--- src/rtl/decode_stage.sv ---
// decode_stage: RV32I decode with register file, immediate generator, control decoder and flushable ID/EX register
module decode_stage (
  input  logic        clk,
  input  logic        reset,
  input  logic [31:0] instrD,
  input  logic [31:0] PCD,
  input  logic [31:0] PCPlus4D,
  input  logic        RegWriteW,
  input  logic [4:0]  RdW,
  input  logic [31:0] ResultW,
  input  logic        FlushE,
  output logic [4:0]  Rs1D,
  output logic [4:0]  Rs2D,
  output logic        RegWriteE,
  output logic        MemWriteE,
  output logic        JumpE,
  output logic        BranchE,
  output logic        JalrE,
  output logic        ALUSrcE,
  output logic        ALUSrcAE,
  output logic        IllegalE,
  output logic [1:0]  ResultSrcE,
  output logic [3:0]  ALUControlE,
  output logic [2:0]  funct3E,
  output logic [31:0] RD1E,
  output logic [31:0] RD2E,
  output logic [31:0] ImmExtE,
  output logic [31:0] PCE,
  output logic [31:0] PCPlus4E,
  output logic [4:0]  Rs1E,
  output logic [4:0]  Rs2E,
  output logic [4:0]  RdE
);
  localparam logic [6:0] OP_R     = 7'b0110011;
  localparam logic [6:0] OP_I     = 7'b0010011;
  localparam logic [6:0] OP_LOAD  = 7'b0000011;
  localparam logic [6:0] OP_STORE = 7'b0100011;
  localparam logic [6:0] OP_BR    = 7'b1100011;
  localparam logic [6:0] OP_JAL   = 7'b1101111;
  localparam logic [6:0] OP_JALR  = 7'b1100111;
  localparam logic [6:0] OP_LUI   = 7'b0110111;
  localparam logic [6:0] OP_AUIPC = 7'b0010111;
  typedef struct packed {
    logic        reg_write;
    logic        mem_write;
    logic        jump;
    logic        branch;
    logic        jalr;
    logic        alu_src;
    logic        alu_src_a;
    logic        illegal;
    logic [1:0]  result_src;
    logic [3:0]  alu_control;
    logic [2:0]  funct3;
    logic [31:0] rd1;
    logic [31:0] rd2;
    logic [31:0] imm;
    logic [31:0] pc;
    logic [31:0] pc_plus4;
    logic [4:0]  rs1;
    logic [4:0]  rs2;
    logic [4:0]  rd;
  } ex_t;
  ex_t ex_d, ex_q;
  logic [31:0] regs_q [32];
  logic [31:0] regs_d [32];
  logic [6:0]  op;
  logic [2:0]  f3;
  logic        alt;
  logic [4:0]  rs1, rs2, rd;
  logic [31:0] rd1, rd2;
  logic [31:0] imm_i, imm_s, imm_b, imm_j, imm_u;
  function automatic logic [3:0] alu_op(input logic [2:0] f, input logic a, input logic sub_ok);
    case (f)
      3'b000:  alu_op = (a && sub_ok) ? 4'b0001 : 4'b0000;
      3'b001:  alu_op = 4'b0101;
      3'b010:  alu_op = 4'b1000;
      3'b011:  alu_op = 4'b1001;
      3'b100:  alu_op = 4'b0100;
      3'b101:  alu_op = a ? 4'b0111 : 4'b0110;
      3'b110:  alu_op = 4'b0011;
      default: alu_op = 4'b0010;
    endcase
  endfunction
  assign op    = instrD[6:0];
  assign f3    = instrD[14:12];
  assign alt   = instrD[30];
  assign rs1   = instrD[19:15];
  assign rs2   = instrD[24:20];
  assign rd    = instrD[11:7];
  assign Rs1D  = rs1;
  assign Rs2D  = rs2;
  assign imm_i = {{20{instrD[31]}}, instrD[31:20]};
  assign imm_s = {{20{instrD[31]}}, instrD[31:25], instrD[11:7]};
  assign imm_b = {{20{instrD[31]}}, instrD[7], instrD[30:25], instrD[11:8], 1'b0};
  assign imm_j = {{12{instrD[31]}}, instrD[19:12], instrD[20], instrD[30:21], 1'b0};
  assign imm_u = {instrD[31:12], 12'b0};
  assign rd1   = rs1 == 5'd0 ? 32'd0 : (RegWriteW && RdW == rs1) ? ResultW : regs_q[rs1];
  assign rd2   = rs2 == 5'd0 ? 32'd0 : (RegWriteW && RdW == rs2) ? ResultW : regs_q[rs2];
  always_comb begin
    regs_d = regs_q;
    if (RegWriteW && RdW != 5'd0) regs_d[RdW] = ResultW;
  end
  always_comb begin
    ex_d          = '0;
    ex_d.funct3   = f3;
    ex_d.rd1      = rd1;
    ex_d.rd2      = rd2;
    ex_d.pc       = PCD;
    ex_d.pc_plus4 = PCPlus4D;
    ex_d.rs1      = rs1;
    ex_d.rs2      = rs2;
    ex_d.rd       = rd;
    case (op)
      OP_R: begin
        ex_d.reg_write   = 1'b1;
        ex_d.alu_control = alu_op(f3, alt, 1'b1);
      end
      OP_I: begin
        ex_d.reg_write   = 1'b1;
        ex_d.alu_src     = 1'b1;
        ex_d.alu_control = alu_op(f3, alt, 1'b0);
        ex_d.imm         = imm_i;
      end
      OP_LOAD: begin
        ex_d.reg_write  = 1'b1;
        ex_d.alu_src    = 1'b1;
        ex_d.result_src = 2'b01;
        ex_d.imm        = imm_i;
      end
      OP_STORE: begin
        ex_d.mem_write = 1'b1;
        ex_d.alu_src   = 1'b1;
        ex_d.imm       = imm_s;
      end
      OP_BR: begin
        ex_d.branch      = 1'b1;
        ex_d.alu_control = 4'b0001;
        ex_d.imm         = imm_b;
      end
      OP_JAL: begin
        ex_d.reg_write  = 1'b1;
        ex_d.jump       = 1'b1;
        ex_d.result_src = 2'b10;
        ex_d.imm        = imm_j;
      end
      OP_JALR: begin
        ex_d.reg_write  = 1'b1;
        ex_d.jalr       = 1'b1;
        ex_d.alu_src    = 1'b1;
        ex_d.result_src = 2'b10;
        ex_d.imm        = imm_i;
      end
      OP_LUI: begin
        ex_d.reg_write   = 1'b1;
        ex_d.alu_src     = 1'b1;
        ex_d.alu_control = 4'b1010;
        ex_d.imm         = imm_u;
      end
      OP_AUIPC: begin
        ex_d.reg_write = 1'b1;
        ex_d.alu_src   = 1'b1;
        ex_d.alu_src_a = 1'b1;
        ex_d.imm       = imm_u;
      end
      default: ex_d.illegal = 1'b1;
    endcase
    if (FlushE) ex_d = '0;
  end
  always_ff @(posedge clk) begin
    if (reset) begin
      ex_q   <= '0;
      regs_q <= '{default: '0};
    end else begin
      ex_q   <= ex_d;
      regs_q <= regs_d;
    end
  end
  assign RegWriteE   = ex_q.reg_write;
  assign MemWriteE   = ex_q.mem_write;
  assign JumpE       = ex_q.jump;
  assign BranchE     = ex_q.branch;
  assign JalrE       = ex_q.jalr;
  assign ALUSrcE     = ex_q.alu_src;
  assign ALUSrcAE    = ex_q.alu_src_a;
  assign IllegalE    = ex_q.illegal;
  assign ResultSrcE  = ex_q.result_src;
  assign ALUControlE = ex_q.alu_control;
  assign funct3E     = ex_q.funct3;
  assign RD1E        = ex_q.rd1;
  assign RD2E        = ex_q.rd2;
  assign ImmExtE     = ex_q.imm;
  assign PCE         = ex_q.pc;
  assign PCPlus4E    = ex_q.pc_plus4;
  assign Rs1E        = ex_q.rs1;
  assign Rs2E        = ex_q.rs2;
  assign RdE         = ex_q.rd;
endmodule
--- config.mk ---
export PLATFORM = sky130hd
export DESIGN_NAME = decode_stage
export DESIGN_NICKNAME = d
export VERILOG_FILES = /design/src/rtl/decode_stage.sv
export SDC_FILE = /design/constraint.sdc
export NUM_CORES = 2
export LEC_CHECK = 0
export BUFFER_PORTS_ARGS = -buffer_cell sky130_fd_sc_hd__buf_2
export CAP_MARGIN = 25
export CORE_AREA = 10 10 448 450
export CTS_BUF_LIST = sky130_fd_sc_hd__clkbuf_16
export CTS_CLUSTER_DIAMETER = 50
export DETAILED_ROUTE_END_ITERATION = 6
export DIE_AREA = 0 0 458 460
export PLACE_DENSITY = 0.46
export SLEW_MARGIN = 20
export SYNTH_ARGS = -nofsm -noshare
export SYNTH_HDL_FRONTEND = slang
export SYNTH_SLANG_ARGS = --single-unit
--- constraint.sdc ---
create_clock -name clk -period 2.5 [get_ports clk]
set_input_delay 0.5 -clock clk [delete_from_list [all_inputs] [get_ports clk]]
set_output_delay 0.5 -clock clk [all_outputs]
set_load 0.1 [all_outputs]
==> impl_metrics.yaml <==
timing:
  period_share_pct: 96.30
  worst_pin_slew_ns: 1.077
  min_period_ns: 2.407
  finalHoldViolations: 0
  setup_viol: 0
  finClkSkew_ns: 0.04572
  fmax_ghz: 0.4154
  rsz0062_at_grt: "false"
  slew_violations: 0
  relSlewSlack_pct: 28.21
  timing.final.ws_setup_ns: 0.09253
clocking:
  clkSlewWorstSetupHoldPaths_ns: 0.06
  cts_hold_buf: 76
  cts_max_level: 4
  tritoncts: "done"
  post_cts_buffers: 0
  cts_made_buffers: 157
  clk_latency_ns: 0.82
  cts_resized: 0
  cts_root_buf: "clkbuf_16"
  numClockSinks: 1216
  clockBufferDepth: 3
synthesis:
  synth_edf_count: 0
  synth_fp_nets: 6625
  yosys_most_used_dff: "dfxtp_1"
  synth-seq-cells: 1216
  yosys_warnings: 0
  synth_cells: 6488
  synth_area_per_cell_sq_um: 8.797
  seq_area_frac_synth_pct: 42.65
  syn_area_sq_um: 57070
  async_reset_ff_share_pct: 0
  synth.distinct_cells: 62
detailed_routing:
  post_drt_wl_per_cell_um: 30.41
  drt-total-wl_mm: 286.3
  vias: 53330
  drc: 1
  postRouteAntennaNets: 0
  routed_via_density: 5.666
  drt_iter0_markers: 6425
  first_pass_iters: 7
placement:
  hpwl_mm: 177.8
  port_buffers: 338
  place_ws_ns: -0.04288
  dpl-instance-area_sq_um: 64280
  gp_congestion: 0.8652
power_and_ir_drop:
  pwr-share-seq_pct: 41.8
  p_total_mw: 47.25
  intPower_mw: 34.13
  pwr-share-comb_pct: 9.9
  clockPowerShare_pct: 48.3
  p_sw_share_pct: 27.77
  p_per_area_nw_per_um2: 672.6
  p_leak_nw: 24.40
  vdd_drop_max_v: 0.0005550
  p_sw_mw: 13.12
floorplanning:
  dieWidth_um: 458
  pin_count: 339
  fp-row-count: 161
  start_util_pct: 29.79
  die_area_sq_um: 210700
  dieHeight_um: 460
  core_sq_um: 191600
job:
  maxCapViolCount: 0
critical_path:
  cp_slowest_cell: "dfxtp_1"
  rrSetupSlack_ns: 0.63
  crit_path_start_kind: "flop"
  crit_family: "flip-flops"
  worst-path-stages: 1
  crit_fanout: 1
  rr_worst_depth: 4
  cpPeakStageDelay_ns: 0.59
  worstPathCellList: "buf_2"
  cp_num_buf_inv: 1
  worstSetupPathType: "flop to output port"
  crit_required_ns: 2.00
  worstPathArrival_ns: 1.91
  end_kind: "output port"
final_layout:
  finish.instance_area_sq_um: 70250
  syn2layout_area_growth_pct: 23.08
  multi_input_area_sq_um: 30180
  n_fill_cell: 19110
  seqCellArea_sq_um: 24340
  drive_gt1_share_pct: 21.14
  finish.utilization_pct: 36.67
  fin_nets: 6891
global_routing:
  grt_max_degree: 137
  grt_pass1_wl_mm: 397.7
  groute.usage.overall_pct: 25.98
  antenna_found_initial: 24
  gr-total-overflow: 0
  grt_pass1_vias: 50550
outcome:
  violations: "design-rule violations"
  status: "complete, but fails checks"
worst_hold_path:
  hp-class: "input port to flop"
  holdPathStages: 2
layout make-up:
class / count / area share (%)
Timing Repair Buffer: 795 / 10.50
Tap cell: 2526 / 4.499
Clock inverter: 124 / 1.683
Antenna cell: 9 / 0.03206
Clock buffer: 159 / 5.664
Multi-Input combinational cell: 4582 / 42.96
Inverter: 2 / 0.01069
Sequential cell: 1216 / 34.65
cells by family after synthesis:
| kind of cell | share of synthesized area, % |
|---|---|
| compound gates | 15.25 |
| buf+inv | 5.171 |
| simple gates | 16.54 |
| xor+xnor | 0.1534 |
| flops | 42.65 |
| mux | 20.24 |
synth_stat cells, drive strengths merged (4+ instances only):
cell    number  area, sq um
nand2     2117         7949
a211oi      55        412.9
a32o        18        180.2
nor2        60        227.7
o221ai      61        534.3
nand3        6        30.03
a21oi     1074         5375
a22oi       87        653.1
and2        96        600.6
o21ai       75        379.1
mux2        36        405.4
buf        162        953.4
nand3b       7        52.55
a221oi      11        96.34
mux2i      272         2723
nor4         6        37.54
nor3         7        35.03
o22ai       51        319.1
nor3b        4        30.03
a22o        42        367.9
a221o       13        130.1
nand2b       4        25.02
dfxtp     1216        24340
or3b         5        43.79
nor2b       44        275.3
a211o       11        96.34
mux4       374         8423
clkbuf     526         1991
xnor2       10        87.58
nand4        4        25.02
flip-flops by register name, indices dropped and copies added (netlist names):
register     flops
regs_q        1024
ImmExtE         32
PCE             32
PCPlus4E        32
RD1E            32
RD2E            32
RdE              5
Rs1E             5
Rs2E             5
ALUControlE      4
funct3E          3
ResultSrcE       2
ALUSrcAE         1
ALUSrcE          1
BranchE          1
IllegalE         1
JalrE            1
JumpE            1
MemWriteE        1
RegWriteE        1
worst paths after layout:
check,startpoint,end
worst min-delay path,instrD[14],funct3E[2]$_SDFF_PP0_
worst min register to register,regs_q[604]$_SDFFE_PP0P_,regs_q[604]$_SDFFE_PP0P_
worst max register to register,regs_q[664]$_SDFFE_PP0P_,RD2E[24]$_SDFF_PP0_
worst max-delay path,RD2E[15]$_SDFF_PP0_,RD2E[15]
routing by layer:
layer  vias up  GRT usage (%)  wire length (um)
li1      23160              -                 -
met1     26470          33.12            114900
met2      2983          41.77            130400
met3       718          5.394             24900
met4        10          12.74             15980
met5         -              0                70
stage by stage:
step	TNS, ns	std cells	hold slack (ns)
after CTS	0	9402	0.00003547
after floorplan	0	6488	0.4427
after global routing	0	9412	0.01690
after global placement	-0.9589	9043	0.4490
final	0	9413	0.03883
after detailed placement	-0.1367	9043	0.4574
power by group through the flow:
stage / sequential (mW) / clock (mW) / combinational (mW)
after CTS: 19.7 / 23.1 / 4.64
after global placement: 20.2 / 0 / 4.52
after global routing: 19.7 / 23.9 / 4.82
after detailed placement: 20.2 / 0 / 4.53
after floorplan: 20.7 / 0 / 2.05
final: 19.7 / 22.8 / 4.69
cells in the final DEF (no fill, tap or decap), types with 15 or more instances in the layout:
| master | instances |
|---|---|
| buf_12 | 159 |
| a21oi_1 | 1074 |
| a32o_1 | 18 |
| o221ai_1 | 61 |
| nor2_1 | 27 |
| buf_2 | 326 |
| clkinvlp_4 | 15 |
| a211oi_1 | 55 |
| a22oi_1 | 87 |
| buf_4 | 226 |
| dfxtp_1 | 1216 |
| o21ai_1 | 51 |
| nor2b_1 | 41 |
| nor2_4 | 31 |
| clkinv_1 | 20 |
| clkbuf_16 | 159 |
| a22o_1 | 42 |
| o22ai_1 | 51 |
| nand2_2 | 32 |
| dlygate4sd3_1 | 78 |
| o21ai_0 | 21 |
| mux4_2 | 374 |
| and2_1 | 90 |
| inv_1 | 23 |
| nand2_1 | 2085 |
| clkinv_2 | 20 |
| mux2i_1 | 272 |
| mux2_2 | 31 |
| inv_6 | 16 |
No activity file was read; power rests on OpenSTA's default activity.
